File: src/rtl/fetch_queue.sv
`default_nettype none
// ============================================================================
// Module      : fetch_queue
// Description : Instruction fetch stage with a DEPTH-entry prefetch queue.
//               Sequences the PC, issues req/ack fetches to instruction
//               memory, buffers {pc, word} pairs and presents the head entry
//               to decode over a valid/ready handshake. Redirect flushes the
//               queue and restarts fetch at the new (word-aligned) PC.
// Revision    : 1.0 - initial release
// ============================================================================
module fetch_queue #(
  parameter int          DEPTH    = 4,
  parameter logic [31:0] RESET_PC = 32'h0
) (
  input  logic                     clk,
  input  logic                     reset,
  output logic                     imem_req,
  output logic [31:0]              imem_addr,
  input  logic                     imem_ack,
  input  logic [31:0]              imem_rdata,
  input  logic                     redirect,
  input  logic [31:0]              redirect_pc,
  output logic [31:0]              instr,
  output logic [31:0]              instr_pc,
  output logic [31:0]              pc_plus8,
  output logic                     instr_valid,
  input  logic                     instr_ready,
  output logic [$clog2(DEPTH):0]   q_count
);

  localparam int PTR_W = $clog2(DEPTH);
  localparam int CNT_W = PTR_W + 1;
  localparam logic [CNT_W-1:0] DEPTH_CNT = CNT_W'(DEPTH);

  typedef enum logic [1:0] {
    S_IDLE  = 2'd0,
    S_FETCH = 2'd1,
    S_FULL  = 2'd2,
    S_DROP  = 2'd3
  } state_t;

  state_t             state_q, state_d;
  logic [31:0]        fetch_pc_q, fetch_pc_d;
  logic [31:0]        addr_q, addr_d;
  logic [CNT_W-1:0]   count_q, count_d;
  logic [PTR_W-1:0]   rd_ptr_q, rd_ptr_d;
  logic [PTR_W-1:0]   wr_ptr_q, wr_ptr_d;
  logic [31:0]        pc_mem_q   [DEPTH];
  logic [31:0]        word_mem_q [DEPTH];

  logic               push;
  logic               pop;
  logic [31:0]        redir_pc;

  // Next-state, queue bookkeeping and fetch address sequencing
  always_comb begin
    push       = (state_q == S_FETCH) & imem_ack & ~redirect;
    pop        = instr_valid & instr_ready & ~redirect;
    redir_pc   = {redirect_pc[31:2], 2'b00};
    state_d    = state_q;
    fetch_pc_d = fetch_pc_q;
    addr_d     = addr_q;
    count_d    = count_q + CNT_W'(push) - CNT_W'(pop);
    rd_ptr_d   = rd_ptr_q + PTR_W'(pop);
    wr_ptr_d   = wr_ptr_q + PTR_W'(push);

    case (state_q)
      S_IDLE: begin
        state_d = S_FETCH;
        if (redirect) begin
          fetch_pc_d = redir_pc;
          addr_d     = redir_pc;
        end
      end
      S_FETCH: begin
        if (redirect) begin
          fetch_pc_d = redir_pc;
          if (imem_ack) begin
            addr_d = redir_pc;
          end else begin
            // Request in flight: keep its address until the ack retires it
            state_d = S_DROP;
          end
        end else if (imem_ack) begin
          addr_d     = addr_q + 32'd4;
          fetch_pc_d = addr_q + 32'd4;
          if (count_d == DEPTH_CNT) begin
            state_d = S_FULL;
          end
        end
      end
      S_FULL: begin
        if (redirect) begin
          fetch_pc_d = redir_pc;
          addr_d     = redir_pc;
          state_d    = S_FETCH;
        end else if (pop) begin
          state_d = S_FETCH;
        end
      end
      S_DROP: begin
        if (redirect) begin
          fetch_pc_d = redir_pc;
        end
        if (imem_ack) begin
          // Stale data discarded; reissue from the most recent redirect target
          addr_d  = redirect ? redir_pc : fetch_pc_q;
          state_d = S_FETCH;
        end
      end
      default: state_d = S_IDLE;
    endcase

    if (redirect) begin
      count_d  = '0;
      rd_ptr_d = '0;
      wr_ptr_d = '0;
    end
  end

  // Control state registers with asynchronous reset
  always_ff @(posedge clk or posedge reset) begin
    if (reset) begin
      state_q    <= S_IDLE;
      fetch_pc_q <= RESET_PC;
      addr_q     <= RESET_PC;
      count_q    <= '0;
      rd_ptr_q   <= '0;
      wr_ptr_q   <= '0;
    end else begin
      state_q    <= state_d;
      fetch_pc_q <= fetch_pc_d;
      addr_q     <= addr_d;
      count_q    <= count_d;
      rd_ptr_q   <= rd_ptr_d;
      wr_ptr_q   <= wr_ptr_d;
    end
  end

  // Queue storage; contents only matter while counted as occupied
  always_ff @(posedge clk) begin
    if (push) begin
      pc_mem_q[wr_ptr_q]   <= addr_q;
      word_mem_q[wr_ptr_q] <= imem_rdata;
    end
  end

  // Head presentation; data forced to zero while the queue is empty
  always_comb begin
    imem_req    = (state_q == S_FETCH) || (state_q == S_DROP);
    imem_addr   = addr_q;
    q_count     = count_q;
    instr_valid = (count_q != '0);
    instr       = instr_valid ? word_mem_q[rd_ptr_q] : 32'h0;
    instr_pc    = instr_valid ? pc_mem_q[rd_ptr_q]   : 32'h0;
    pc_plus8    = instr_pc + 32'd8;
  end

endmodule
`default_nettype wire

File: config.mk
export PLATFORM = sky130hd
export DESIGN_NAME = fetch_queue
export DESIGN_NICKNAME = d
export VERILOG_FILES = /design/src/rtl/fetch_queue.sv
export SDC_FILE = /design/constraint.sdc
export NUM_CORES = 1
export LEC_CHECK = 0
export BUFFER_PORTS_ARGS = -buffer_cell sky130_fd_sc_hd__buf_4
export CAP_MARGIN = 20
export CORE_MARGIN = 4
export CORE_UTILIZATION = 25
export CTS_CLUSTER_SIZE = 40
export DETAILED_ROUTE_END_ITERATION = 10
export GPL_TIMING_DRIVEN = 0
export HOLD_SLACK_MARGIN = 0.06
export PLACE_DENSITY_LB_ADDON = 0.15
export SLEW_MARGIN = 20
export SYNTH_ARGS = -nofsm -noshare
export SYNTH_HDL_FRONTEND = slang
export SYNTH_SLANG_ARGS = --single-unit
File: constraint.sdc
create_clock -name clk -period 14.9 [get_ports clk]
set_clock_uncertainty 0.1 [all_clocks]
set_input_delay 0 -clock clk [delete_from_list [all_inputs] [get_ports clk]]
set_output_delay 0 -clock clk [all_outputs]
set_load 0.03 [all_outputs]
Yosys cells after proc, flatten, opt, wreduce, memory -nomap -nowiden:

Memories as Yosys holds them, arrays and structs flattened.
Cells that the tools add are included.

* register bits: 73
* bits in writable memories: 256
* bits of input ports: 69
* output and inout port bits: 133
* word-level logic and storage cells: 61
* memories kept: 2

Memories
* pc_mem_q: words 4, bits a word 32, read ports 1, clocked after memory_dff 0, write ports 1, line 48 `logic [31:0] pc_mem_q [DEPTH];`
* word_mem_q: words 4, bits a word 32, read ports 1, clocked after memory_dff 0, write ports 1, line 49 `logic [31:0] word_mem_q [DEPTH];`

* add/subtract/negate cells: 6
* eq/ne operators: 11
* muxes and demuxes: 24
* bitwise operators: 5
* reductions and logical operators: 7

Operator list (number)
* 32-bit 2-to-1 mux: 9
* 32-bit case mux with 3 select lines: 1
* 32-bit case mux with 2 select lines: 1
* 32-bit by 3-bit adder with 32-bit output, second input constant: 1
* 32-bit by 4-bit adder with 32-bit output, second input constant: 1
* 2-bit 2-to-1 mux: 9
* 3-bit != test, second input constant: 3
* 2-bit case mux with 4 select lines: 1
* 5-bit AND reduction: 1
* 2-bit by 1-bit adder with 2-bit output: 2
* 1-bit bitwise AND: 4
* 2-bit equality test, second input constant: 2
* 2-bit != test, second input constant: 2
* 3-bit by 1-bit adder with 3-bit output: 1
* 3-bit equality test, second input constant: 1
* 3-bit 2-to-1 mux: 1
* 3-bit by 2-bit != test with 1-bit output, second input constant: 1
* 3-bit AND reduction: 1
* 3-bit nonzero test: 1
* 3-bit OR reduction: 1
* 3-bit by 1-bit subtractor with 3-bit output: 1
* 2-bit by 1-bit equality test with 1-bit output, second input constant: 1
* 2-bit zero test: 1
* 1-bit 2-to-1 mux: 2
* 4 further kinds: 4

Logic depth before layout (Yosys ltp):

* word-level depth: 10
* depth in mapped cells: 16
* depth with buffers taken out: 14

Worst setup path before layout:

OpenSTA, ideal clock, no wires.

* path type: reg-to-reg
* start: register state_q[0]
* end: memory pc_mem_q[2][0], enable pin
* setup time: 0.578 ns
* arrival time: 5.897 ns
* required time: 14.222 ns
* path slack: 8.325 ns
* stages on the path, launching flop included: 7
* buffers on the path: 1
* period minus slack after synthesis: 6.575 ns
* cell sequence: dfrtp_1 > inv_1 > nor2_1 > and2_0 > nand2_1 > clkbuf_1 > nor3b_1

* word-level cells in the longest chain between the ends: 5

RTL lines
* start: declaration: line 42 `state_t state_q, state_d;`
* start signal: assignment: line 131 `state_q <= state_d;`
* 2-bit by 1-bit equality test with 1-bit output: line 57 `push = (state_q == S_FETCH) & imem_ack & ~redirect;`
* 1-bit bitwise AND (2 in series): line 57
* 1-bit 2-to-1 mux: line 142 `if (push) begin`
* 1-bit 2-to-1 mux (implied by the code): line 143 `pc_mem_q[wr_ptr_q] <= addr_q;`
* end: declaration: line 48

No other way between the ends.

Final worst setup path:

* start: register count_q[1] (netlist: q_count[1])
* end: output pc_plus8[31]

* word-level cells in the longest chain between the ends: 3

RTL lines
* start: declaration: line 45 `logic [CNT_W-1:0] count_q, count_d;`
* start signal: assignment: line 134 `count_q <= count_d;`
* 3-bit nonzero test: line 153 `instr_valid = (count_q != '0);`
* 32-bit 2-to-1 mux: line 155 `instr_pc = instr_valid ? pc_mem_q[rd_ptr_q] : 32'h0;`
* 32-bit by 4-bit adder with 32-bit output: line 156 `pc_plus8 = instr_pc + 32'd8;`
* end: declaration: line 25 `output logic [31:0] pc_plus8,`

No other way between the ends.

==> key figures <==
Yosys
  • Synth async-reset ratio: 22.2%
  • Synth Net Count: roughly 1200
  • Post-synth EDFFs: 256
  • Synth Flop Type: edfxtp_1
  • Number of library cell types mapped by synthesis: 69
  • Post-synthesis sequential area ratio: between 60 and 70%
  • FF+latch count, synth: about 330
  • Synth warn: 0
  • Syn_area_per_cell: 13.5 um^2
  • Post-synthesis cell area: 15300 um^2
  • Post-Syn Instances: between 1000 and 1500

Floorplanning
  • FP Rows: 90
  • Die height: 255 um
  • Die area: 65000 um^2
  • Ports: 202
  • Core ar.: 60400 um^2
  • Die W: 255 um
  • Initial Utilization: 25.3%

Power and ir drop
  • Maximum VDD drop: 0.0830 mV
  • Sequential power share: 35.5%
  • Net Switching: between 1500 and 2000 uW
  • Cell internal pwr: 2210 uW
  • Clock group share of total power: 24.5%
  • Combinational Power Share: 40.0%
  • Sw Share: 40.7%
  • Leak: between 0.007 and 0.008 uW
  • Power per Cell Area: 186 nW/um^2

Critical path
  • Critical path endpoint category: output pin
  • Critical Path RT: 14.80 ns
  • Crit-path max FO: 10
  • R2R depth: 15
  • Startpoint Class: flip-flop
  • CP Class: flip-flop to output pin
  • WP data arrival: 5.40 ns

GRT
  • Largest net degree at the start of global routing: 49
  • Initial antenna violation count: 1
  • All-layer global routing usage: between 10% and 20%
  • Gr ovfl total: 0
  • Vias in the first global route: about 11000
  • First-pass GRT wire length: around 74000 um

CTS
  • CTS tree: built
  • H-tree Lvls: 2
  • Post-CTS resize count: 0
  • Longest Clk Path Bufs: 3
  • Clk sink count: around 330
  • Reg clk slew, reported paths: 0.06 ns
  • Clk root buf: clkbuf_16
  • Setup repair bufs after CTS: 0
  • Later-pin clock latency in the skew report: approximately 0.55 ns
  • CTS Buf Count: 40

Finish
  • Design Area, Final: between 15000 and 20000 um^2
  • Ant diodes: 0
  • Layout cells sized above 1: 25.0%
  • Most frequent cells in the layout: 256 x edfxtp_1, 219 x buf_4, 125 x nand2_1
  • Total Nets Final: 1544
  • Fillers: 6026
  • Final core occ: 33.1%
  • Commonest non-fill, non-tap cell in the layout: edfxtp_1
  • Area growth, synth to finish: 31.0%

STA
  • Setup tns final: 0 ns
  • Final Hold Viols: 0
  • Unrepaired setup endpoints after global routing: false
  • Worst Tran Pin Value: 0.997 ns
  • Max Freq: between 150 and 200 MHz
  • # setup viols final: 0
  • Min Tclk post-route: 5.50 ns
  • Slew HR: 33.5%
  • Final Max Tran Viols: 0
  • Tcrit/Tclk final: a little under two fifths

Drt
  • Total iterations of the first detailed-routing run: 5
  • Vias: 10800
  • # DRC: 0
  • Wirelength, routed: 50600 um
  • DR iter-0 viols: 673
  • DR WL/cell: 22.2 um
  • ANT nets after route: 0
  • Via/cell ratio: 4.73

Placement
  • Placed inst area: 18100 um^2
  • GPL Wtd Cong: 0.830
  • Post-DP HPWL: 36000 um
  • Port Buffer Count: 199

Hold path
  • Worst hold-check path type: input port to flip-flop
  • Hold Crit Depth: 2

Run
  • Max-Cap Viols: 0

Status
  • Status: completed
-- flip-flops by register name, indices dropped and copies added, names as in the netlist --
signal and flops:
word_mem_q 128, imem_addr 32, q_count 3, fetch_pc_q 32, state_q 2, pc_mem_q 128
wr_ptr_q 2, rd_ptr_q 2
-- synthesized netlist by cell type (all sizes together), types with 14 or more instances --
cell,number,share of area [%]
a21oi,50,1.6
and2,62,2.5
buf,23,1.0
clkbuf,52,1.3
dfrtp,73,12
edfxtp,256,50
inv,15,0.37
mux2i,14,0.92
mux4,65,9.9
nand2,126,3.1
nand3,24,0.79
nand4,15,0.75
nor2,69,1.7
nor3,18,0.59
o21ai,89,2.9
o221ai,14,0.80
xnor2,28,1.6
xor2,30,1.7
-- critical path: stages (launching register included) --
cell and delay, ns:
dfrtp_1 0.45, nor3_2 0.17, inv_1 0.19, clkbuf_1 0.43, clkbuf_1 0.49, clkbuf_1 0.49
nand2_1 0.18, inv_1 0.11, ha_1 0.28, nand2_1 0.08, o22ai_1 0.30, and4bb_2 0.42
nand4_1 0.40, nor4_2 0.47, xor2_1 0.19, buf_4 0.18
-- cells by family (layout without fill, tap and decap cells) --
| kind of cell | Yosys count | count (layout) | synth area share (%) |
|---|---|---|---|
| compound gates | 205 | 205 | 8.21 |
| xor+xnor | 58 | 58 | 3.33 |
| fa+ha+maj | 7 | 7 | 0.623 |
| buf+inv | 91 | 458 | 2.68 |
| flops | 329 | 329 | 62.4 |
| mux | 80 | 80 | 10.9 |
| simple gates | 360 | 360 | 11.9 |
-- metrics by stage --
step	hold slack [ns]	std cells	setup slack, ns	power, uW
6_report	0.0990	2279	9.40	3720
3_5_place_dp	-0.0715	2136	9.82	2830
5_1_grt	0.0758	2279	9.04	3930
4_1_cts	0.0626	2279	9.18	3780
3_3_place_gp	0.104	2111	2.96	2820
2_1_floorplan	-0.00113	1130	8.32	2170
-- metal layers --
| metal | vias up | part of all wire, % | track usage, % |
|---|---|---|---|
| li1 | 4944 | - | - |
| met1 | 5457 | 45 | 20.6 |
| met2 | 330 | 48 | 25.5 |
| met3 | 59 | 5.5 | 2.74 |
| met4 | 0 | 2.1 | 4.10 |
| met5 | - | 0 | 0 |
-- power by group through the flow --
stage / combinational, uW / sequential, uW / clock [uW]
2_1_floorplan: 825 / 1350 / 0
3_3_place_gp: 1480 / 1340 / 0
3_5_place_dp: 1490 / 1340 / 0
4_1_cts: 1510 / 1320 / 947
5_1_grt: 1600 / 1350 / 986
6_report: 1490 / 1320 / 911
-- cell type report --
type,instances,area (um^2),share of cell area [%]
clock inverters,20,141,0.707
inverters,16,62.6,0.313
multi-input cells,710,5360,26.8
plain buffers,75,349,1.75
well taps,782,978,4.90
clock buffers,51,1060,5.32
flip-flops and latches,329,9510,47.6
repair buffers,296,2520,12.6
-- timing repair --
action | in CTS | in global routing
hold buffers | 72 | 0
endpoints found under the hold margin | 263 | 0
endpoints found under the setup margin | 0 | 0
-- final timing paths --
check,startpoint,end,slack [ns]
min reg2reg,fetch_pc_q[1]$_DFFE_PP0P_,fetch_pc_q[1]$_DFFE_PP0P_,0.42
max,q_count[1]$_DFF_PP0_,pc_plus8[31],9.40
min in group asynchronous,reset,fetch_pc_q[22]$_DFFE_PP0P_,0.51
max reg2reg,q_count[1]$_DFF_PP0_,state_q[1]$_DFFE_PP0P_,10.29
min,imem_rdata[27],word_mem_q[2][27]$_DFFE_PP_,0.1
max in group asynchronous,reset,state_q[1]$_DFFE_PP0P_,13.58
(Power assumes the default switching activity.)
